<file path="config.mk">
export PLATFORM = sky130hd
export DESIGN_NAME = alu_mc
export DESIGN_NICKNAME = d
export VERILOG_FILES = /design/src/rtl/alu_mc.sv
export SDC_FILE = /design/constraint.sdc
export NUM_CORES = 1
export LEC_CHECK = 0
export ABC_AREA = 1
export CAP_MARGIN = 25
export CELL_PAD_IN_SITES_DETAIL_PLACEMENT = 0
export CELL_PAD_IN_SITES_GLOBAL_PLACEMENT = 1
export CORE_MARGIN = 4
export CORE_UTILIZATION = 42
export CTS_CLUSTER_DIAMETER = 120
export DETAILED_ROUTE_END_ITERATION = 7
export PLACE_DENSITY_LB_ADDON = 0.1
export SLEW_MARGIN = 25
export SYNTH_ARGS = -nofsm -noshare
export SYNTH_HDL_FRONTEND = slang
export SYNTH_SLANG_ARGS = --single-unit
</file>
<file path="constraint.sdc">
create_clock -name i_clk -period 3.4 [get_ports i_clk]
set_input_delay 0.85 -clock i_clk [delete_from_list [all_inputs] [get_ports i_clk]]
set_output_delay 0.85 -clock i_clk [all_outputs]
set_load 0.05 [all_outputs]
</file>
<file path="src/rtl/alu_mc.sv">
// alu_mc: handshaked ALU with single-cycle arith/logic/shift ops and a shift-add MULU.
// Define ALU_MC_DIV_EN to add the restoring DIVU (opcode 0E); otherwise 0E passes a through.

module alu_mc #(
  parameter int unsigned WIDTH = 16
) (
  input  logic             i_clk,
  input  logic             i_rst_n,
  input  logic             i_valid,
  output logic             o_ready,
  input  logic [5:0]       i_ctrl,
  input  logic [WIDTH-1:0] i_data_a,
  input  logic [WIDTH-1:0] i_data_b,
  input  logic             i_carry,
  output logic             o_valid,
  input  logic             i_ready,
  output logic [WIDTH-1:0] o_data,
  output logic [WIDTH-1:0] o_data_hi,
  output logic [3:0]       o_flag
);

  localparam int unsigned     CNT_W    = (WIDTH > 1) ? $clog2(WIDTH) : 1;
  localparam logic [CNT_W-1:0] CNT_LAST = CNT_W'(WIDTH - 1);

  localparam logic [5:0] OP_ADD  = 6'h0A;
  localparam logic [5:0] OP_SUB  = 6'h09;
  localparam logic [5:0] OP_INC  = 6'h1B;
  localparam logic [5:0] OP_DEC  = 6'h08;
  localparam logic [5:0] OP_AND  = 6'h06;
  localparam logic [5:0] OP_OR   = 6'h12;
  localparam logic [5:0] OP_NOT  = 6'h14;
  localparam logic [5:0] OP_XOR  = 6'h16;
  localparam logic [5:0] OP_SHL  = 6'h20;
  localparam logic [5:0] OP_SHR  = 6'h30;
  localparam logic [5:0] OP_SAL  = 6'h24;
  localparam logic [5:0] OP_SAR  = 6'h34;
  localparam logic [5:0] OP_ROL  = 6'h22;
  localparam logic [5:0] OP_ROR  = 6'h32;
  localparam logic [5:0] OP_ADC  = 6'h0B;
  localparam logic [5:0] OP_SBB  = 6'h0D;
  localparam logic [5:0] OP_MULU = 6'h0C;
`ifdef ALU_MC_DIV_EN
  localparam logic [5:0] OP_DIVU = 6'h0E;
`endif

  typedef enum logic [1:0] {
    ST_IDLE = 2'd0,
    ST_BUSY = 2'd1,
    ST_DONE = 2'd2
  } state_e;

  state_e             state_q, state_d;
  logic [CNT_W-1:0]   cnt_q, cnt_d;
  logic [WIDTH-1:0]   opnd_q, opnd_d;
  logic [WIDTH-1:0]   mc_hi_q, mc_hi_d;
  logic [WIDTH-1:0]   mc_lo_q, mc_lo_d;
  logic [WIDTH-1:0]   data_q, data_d;
  logic [WIDTH-1:0]   data_hi_q, data_hi_d;
  logic [3:0]         flag_q, flag_d;
  logic               valid_q, valid_d;
`ifdef ALU_MC_DIV_EN
  logic               is_div_q, is_div_d;
`endif

  logic               accept;
  logic [WIDTH:0]     ext_a, ext_b, arith;
  logic               a_msb, b_msb;
  logic [WIDTH-1:0]   sc_res;
  logic               sc_c, sc_v;

  assign ext_a = {1'b0, i_data_a};
  assign ext_b = {1'b0, i_data_b};
  assign a_msb = i_data_a[WIDTH-1];
  assign b_msb = i_data_b[WIDTH-1];

  // Single-cycle result and C/V; arithmetic is done at WIDTH+1 bits so bit WIDTH is carry/borrow.
  always_comb begin : sc_alu
    arith  = '0;
    sc_res = i_data_a;
    sc_c   = 1'b0;
    sc_v   = 1'b0;
    case (i_ctrl)
      OP_ADD, OP_ADC: begin
        arith  = ext_a + ext_b + ((i_ctrl == OP_ADC) ? (WIDTH+1)'(i_carry) : (WIDTH+1)'(0));
        sc_res = arith[WIDTH-1:0];
        sc_c   = arith[WIDTH];
        sc_v   = (a_msb == b_msb) && (arith[WIDTH-1] != a_msb);
      end
      OP_SUB, OP_SBB: begin
        arith  = ext_a - ext_b - ((i_ctrl == OP_SBB) ? (WIDTH+1)'(i_carry) : (WIDTH+1)'(0));
        sc_res = arith[WIDTH-1:0];
        sc_c   = arith[WIDTH];
        sc_v   = (a_msb != b_msb) && (arith[WIDTH-1] != a_msb);
      end
      OP_INC: begin
        arith  = ext_a + (WIDTH+1)'(1);
        sc_res = arith[WIDTH-1:0];
        sc_c   = arith[WIDTH];
        sc_v   = !a_msb && arith[WIDTH-1];
      end
      OP_DEC: begin
        arith  = ext_a - (WIDTH+1)'(1);
        sc_res = arith[WIDTH-1:0];
        sc_c   = arith[WIDTH];
        sc_v   = a_msb && !arith[WIDTH-1];
      end
      OP_AND: sc_res = i_data_a & i_data_b;
      OP_OR:  sc_res = i_data_a | i_data_b;
      OP_NOT: sc_res = ~i_data_a;
      OP_XOR: sc_res = i_data_a ^ i_data_b;
      OP_SHL: begin
        sc_res = {i_data_a[WIDTH-2:0], 1'b0};
        sc_c   = a_msb;
      end
      OP_SAL: begin
        sc_res = {i_data_a[WIDTH-2:0], 1'b0};
        sc_c   = a_msb;
        sc_v   = a_msb ^ i_data_a[WIDTH-2];
      end
      OP_SHR: begin
        sc_res = {1'b0, i_data_a[WIDTH-1:1]};
        sc_c   = i_data_a[0];
      end
      OP_SAR: begin
        sc_res = {a_msb, i_data_a[WIDTH-1:1]};
        sc_c   = i_data_a[0];
      end
      OP_ROL: begin
        sc_res = {i_data_a[WIDTH-2:0], a_msb};
        sc_c   = a_msb;
      end
      OP_ROR: begin
        sc_res = {i_data_a[0], i_data_a[WIDTH-1:1]};
        sc_c   = i_data_a[0];
      end
      default: ;
    endcase
  end

  // One shift-add multiply iteration: {hi,lo} holds partial product over the remaining multiplier.
  logic [WIDTH:0]   mul_sum;
  logic [WIDTH-1:0] mul_hi_n, mul_lo_n;

  always_comb begin : mul_step
    mul_sum  = {1'b0, mc_hi_q} + (mc_lo_q[0] ? {1'b0, opnd_q} : (WIDTH+1)'(0));
    mul_hi_n = mul_sum[WIDTH:1];
    mul_lo_n = {mul_sum[0], mc_lo_q[WIDTH-1:1]};
  end

`ifdef ALU_MC_DIV_EN
  // One restoring-division iteration: hi is the partial remainder, lo shifts dividend out / quotient in.
  logic [WIDTH:0]   div_trial;
  logic             div_fit;
  logic [WIDTH-1:0] div_hi_n, div_lo_n;

  always_comb begin : div_step
    div_trial = {mc_hi_q, mc_lo_q[WIDTH-1]};
    div_fit   = div_trial >= {1'b0, opnd_q};
    div_hi_n  = div_fit ? WIDTH'(div_trial - {1'b0, opnd_q}) : div_trial[WIDTH-1:0];
    div_lo_n  = {mc_lo_q[WIDTH-2:0], div_fit};
  end
`endif

  logic             op_mul, op_div, op_mc;
  logic [WIDTH-1:0] step_hi, step_lo;
  logic             mc_c, mc_v;

  always_comb begin : mc_select
    op_mul  = (i_ctrl == OP_MULU);
    op_div  = 1'b0;
    step_hi = mul_hi_n;
    step_lo = mul_lo_n;
    mc_c    = (mul_hi_n != '0);
    mc_v    = (mul_hi_n != '0);
`ifdef ALU_MC_DIV_EN
    op_div  = (i_ctrl == OP_DIVU);
    if (is_div_q) begin
      step_hi = div_hi_n;
      step_lo = div_lo_n;
      mc_c    = 1'b0;
      mc_v    = (opnd_q == '0);
    end
`endif
  end

  assign op_mc   = op_mul | op_div;
  assign o_ready = i_rst_n && ((state_q == ST_IDLE) || ((state_q == ST_DONE) && i_ready));
  assign accept  = i_valid && o_ready;

  // Next-state logic; an accept overrides the DONE->IDLE retire for back-to-back issue.
  always_comb begin : fsm_next
    state_d   = state_q;
    cnt_d     = cnt_q;
    opnd_d    = opnd_q;
    mc_hi_d   = mc_hi_q;
    mc_lo_d   = mc_lo_q;
    data_d    = data_q;
    data_hi_d = data_hi_q;
    flag_d    = flag_q;
    valid_d   = valid_q;
`ifdef ALU_MC_DIV_EN
    is_div_d  = is_div_q;
`endif
    case (state_q)
      ST_BUSY: begin
        mc_hi_d = step_hi;
        mc_lo_d = step_lo;
        cnt_d   = cnt_q + CNT_W'(1);
        if (cnt_q == CNT_LAST) begin
          state_d   = ST_DONE;
          valid_d   = 1'b1;
          cnt_d     = '0;
          data_d    = step_lo;
          data_hi_d = step_hi;
          flag_d    = {mc_c, step_lo[WIDTH-1], mc_v, (step_lo == '0)};
        end
      end
      ST_DONE: begin
        if (i_ready) begin
          state_d = ST_IDLE;
          valid_d = 1'b0;
        end
      end
      default: ;
    endcase
    if (accept) begin
      if (op_mc) begin
        state_d  = ST_BUSY;
        valid_d  = 1'b0;
        cnt_d    = '0;
        mc_hi_d  = '0;
        mc_lo_d  = op_mul ? i_data_b : i_data_a;
        opnd_d   = op_mul ? i_data_a : i_data_b;
`ifdef ALU_MC_DIV_EN
        is_div_d = op_div;
`endif
      end else begin
        state_d   = ST_DONE;
        valid_d   = 1'b1;
        data_d    = sc_res;
        data_hi_d = '0;
        flag_d    = {sc_c, sc_res[WIDTH-1], sc_v, (sc_res == '0)};
      end
    end
  end

  always_ff @(posedge i_clk or negedge i_rst_n) begin : regs
    if (!i_rst_n) begin
      state_q   <= ST_IDLE;
      cnt_q     <= '0;
      opnd_q    <= '0;
      mc_hi_q   <= '0;
      mc_lo_q   <= '0;
      data_q    <= '0;
      data_hi_q <= '0;
      flag_q    <= '0;
      valid_q   <= 1'b0;
`ifdef ALU_MC_DIV_EN
      is_div_q  <= 1'b0;
`endif
    end else begin
      state_q   <= state_d;
      cnt_q     <= cnt_d;
      opnd_q    <= opnd_d;
      mc_hi_q   <= mc_hi_d;
      mc_lo_q   <= mc_lo_d;
      data_q    <= data_d;
      data_hi_q <= data_hi_d;
      flag_q    <= flag_d;
      valid_q   <= valid_d;
`ifdef ALU_MC_DIV_EN
      is_div_q  <= is_div_d;
`endif
    end
  end

  assign o_valid   = valid_q;
  assign o_data    = data_q;
  assign o_data_hi = data_hi_q;
  assign o_flag    = flag_q;

endmodule

</file>
==> impl_metrics.py <==
metrics = {
    "outcome": {
        "status": "completed",
    },
    "hold_path": {
        "min_from": "opnd_q[8]",
        "worstHoldEndpoint": "opnd_q[8]",
        "min_path_type": "register to register",
        "whs_path_depth": 2,
    },
    "cts": {
        "clk_pin_slew_worst_paths_ns": 0.07,
        "cts_buffers": 9,
        "insertion_delay_ns": 0.34,
        "cts.sinks": 90,
        "hold_buffers": 0,
        "cts_root_buf": "clkbuf_16",
        "cts_max_level": 3,
        "cts_tree": "yes",
        "cts.path.max_buffers": 2,
    },
    "finish": {
        "fill_cells": 2266,
        "fin_area_um2": 13000,
        "syn_to_final_growth_pct": 34.4,
        "diodes": 0,
        "drive_above_1_share_pct": 18.8,
        "fin_util_pct": 57.3,
        "fin_nets": 1976,
    },
    "floorplan": {
        "core_area_um2": 22600,
        "start_util_pct": 42.6,
        "die_x_um": 160,
        "die-area_um2": 25500,
        "pin_count": 81,
        "die_h_um": 160,
        "core.rowCount": 55,
    },
    "yosys": {
        "syn-num-nets": 1696,
        "synth_edf_count": 0,
        "ys_warn_count": 0,
        "yosys.cell_types.count": 46,
        "async_reset_ff_share_pct": 100,
        "synthCells": 1563,
        "ys_seq_area_share_pct": 23.3,
        "syn_avg_cell_area_um2": 6.18,
        "synth_area_um2": 9650,
        "synth_flop_cell": "dfrtp_1",
        "synth-seq-cells": 90,
    },
    "sta": {
        "worstMarginPinSlew_ns": 0.877,
        "fin_crit_ns": 3.37,
        "hold_violations": 0,
        "rsz0062_at_grt": "yes",
        "finalSetupTns_ns": 0,
        "fmax_mhz": 297,
        "setup_viol": 0,
        "finalMaxSlewViolations": 0,
        "finalClockSkew_ns": 0.00795,
        "relSlewSlack_pct": 41.3,
        "post-route-period-util_pct": 99.2,
    },
    "grt": {
        "grt_max_degree": 66,
        "track_usage_pct": 30.8,
        "grt_overflow": 0,
        "grt_pass1_wl_um": 62000,
        "grt_pass1_vias": 11080,
        "antenna_found_initial": 2,
    },
    "setup_path": {
        "critPathLaunchType": "input pin",
        "required_ns": 3.68,
        "cp-end-kind": "register",
        "reg2reg_slack_ns": 0.40,
        "critPathMostFrequentCell": "nand2_1",
        "rr_endpoint": "o_flag[1]",
        "crit_type": "input pin to register",
        "critPathSlowestCell": "clkdlybuf4s50_1",
        "rr_startpoint": "opnd_q[0]",
        "crit_path_max_incr_delay_ns": 0.50,
        "critical_path.max_fanout": 4,
        "path_cells": "clkdlybuf4s50_1 > clkinv_1 > ha_1 > ha_1 > nand2_1 > nor2_1 > nand3_1 > nand3_1 > nand2_1 > nand3_1 > nand2_1 > inv_1 > nand2_1 > nand2_1 > nand2_1 > nor2_1 > nand4_1 > nand2_1",
        "cp.arrival_ns": 3.65,
        "r2r_cells": 14,
    },
    "drt": {
        "vias_per_cell": 5.33,
        "drc": 0,
        "vias": 11369,
        "wirelength_um": 39900,
        "drt-pass1-iter-count": 5,
        "drt-initial-drc-count": 934,
        "drtAntennaViolNets": 0,
        "wl_per_cell_um": 18.7,
    },
    "pwr": {
        "leakage_nw": 6.80,
        "p_total_w": 0.00606,
        "p_per_area_nw_per_um2": 467,
        "irDropWorstVdd_v": 0.000285,
    },
    "placed_design": {
        "place_congestion": 1.03,
        "hpwl_um": 32600,
        "placedInstanceArea_um2": 12300,
        "io_buffer_count": 80,
    },
    "flow_run": {
        "maxCapViolCount": 0,
    },
}
## registers in the layout (all words and copies together) (netlist names)
register / cells
mc_lo_q: 16
o_data: 16
cnt_q: 4
mc_hi_q: 16
o_data_hi: 16
opnd_q: 16
state_q: 2
o_flag: 4
## critical path, delay by kind of cell
| kind | cells | cell delay (ns) |
|---|---|---|
| buffers and inverters | 3 | 0.63 |
| adder cells (fa/ha/maj) | 2 | 0.69 |
| AND/OR/NAND/NOR | 13 | 1.46 |
## what timing repair did
item                                   4_1_cts  5_1_grt
pin swaps                                   20       19
resized for setup                           30       49
buffers inserted                            17        2
endpoints found under the hold margin        0        0
setup endpoints to repair                   16       70
## report_power, final
| group | internal [W] | switching (W) |
|---|---|---|
| combinational | 0.00125 | 0.00202 |
| sequential | 0.00142 | 0.000240 |
| clock | 0.000718 | 0.000420 |
| total | 0.00338 | 0.00268 |
## stage by stage
stage               setup WS (ns)  hold WS (ns)  cells
global placement           -0.653         0.466   2098
floorplan                  0.0382         0.453   1563
finish                     0.0284         0.486   2132
global route              -0.0765         0.515   2132
CTS                       0.00530         0.491   2130
detailed placement         -0.707         0.474   2098
## layout by cell type (no fill, tap or decap), drive strengths merged, types with 2 or more instances in the layout
master / netlist / final
dfrtp: 90 / 90
o31ai: 2 / 2
fa: 5 / 5
ha: 85 / 85
nand3b: 10 / 10
nor2: 195 / 195
o22ai: 10 / 10
nor4: 3 / 3
a21boi: 3 / 3
o21ai: 100 / 100
nand4: 26 / 26
clkdlybuf4s15: 0 / 2
nor3: 17 / 17
xnor2: 7 / 7
inv: 225 / 225
bufinv: 0 / 3
nand3: 138 / 138
clkinvlp: 0 / 2
a31oi: 4 / 4
clkbuf: 29 / 11
and2: 2 / 2
o211ai: 45 / 45
buf: 23 / 246
clkinv: 4 / 5
dlymetal6s2s: 0 / 2
nand2: 454 / 454
a21oi: 64 / 64
clkdlybuf4s50: 0 / 69
xor2: 13 / 13
## Yosys cell counts, types with 3 or more instances
cell type | instances | area, µm²
xor2_1 | 13 | 114
dfrtp_1 | 90 | 2250
nand2_2 | 4 | 25.0
nand4_1 | 26 | 163
nor4_1 | 3 | 18.8
nand2_1 | 448 | 1680
nor2_2 | 10 | 62.6
nand3_1 | 136 | 681
nor2_4 | 3 | 33.8
nor2_1 | 181 | 679
xnor2_1 | 7 | 61.3
nor3_1 | 16 | 80.1
buf_2 | 16 | 80.1
clkbuf_1 | 29 | 109
a21boi_0 | 3 | 22.5
inv_2 | 11 | 41.3
clkinv_1 | 4 | 15.0
buf_4 | 4 | 30.0
o21ai_0 | 95 | 475
inv_1 | 214 | 803
fa_1 | 5 | 100
nand3b_1 | 10 | 75.1
o211ai_1 | 45 | 338
a21oi_1 | 63 | 315
ha_1 | 85 | 1060
a31oi_1 | 4 | 25.0
o21ai_1 | 5 | 25.0
o22ai_1 | 10 | 62.6
## kinds of logic after synthesis
kind of cell / count (synthesis) / synth area share, %
compound gates: 233 / 13.8
xor+xnor: 20 / 1.81
flops: 90 / 23.3
mux: 1 / 0.104
fa+ha+maj: 90 / 12.1
simple gates: 848 / 37.5
buf+inv: 281 / 11.4
## per-layer routing
metal / GRT usage, % / vias to the layer above / routed length (µm)
met5: 0 / - / 13
li1: - / 5605 / -
met1: 39.9 / 5276 / 16800
met4: 11.9 / 2 / 1680
met2: 53.8 / 397 / 19100
met3: 2.35 / 89 / 2300
## how the worst max path moves through the flow
stage,depth (start not counted),from,to
after floorplan,20,i_ctrl[1],o_flag[3]
after global placement,19,i_ctrl[5],o_flag[0]
after detailed placement,19,i_ctrl[5],o_flag[0]
after CTS,19,i_ctrl[1],o_flag[0]
after global routing,19,i_ctrl[5],o_flag[0]
final,18,i_data_a[8],o_flag[0]
## layout make-up
type / instances / area, µm² / area share (%)
well taps: 285 / 357 / 2.75
clock buffers: 9 / 225 / 1.74
flip-flops and latches: 90 / 2250 / 17.4
inverters: 229 / 863 / 6.65
multi-input cells: 1192 / 6470 / 49.9
repair buffers: 321 / 2700 / 20.8
clock inverters: 6 / 115 / 0.887
(Power assumes the default switching activity.)
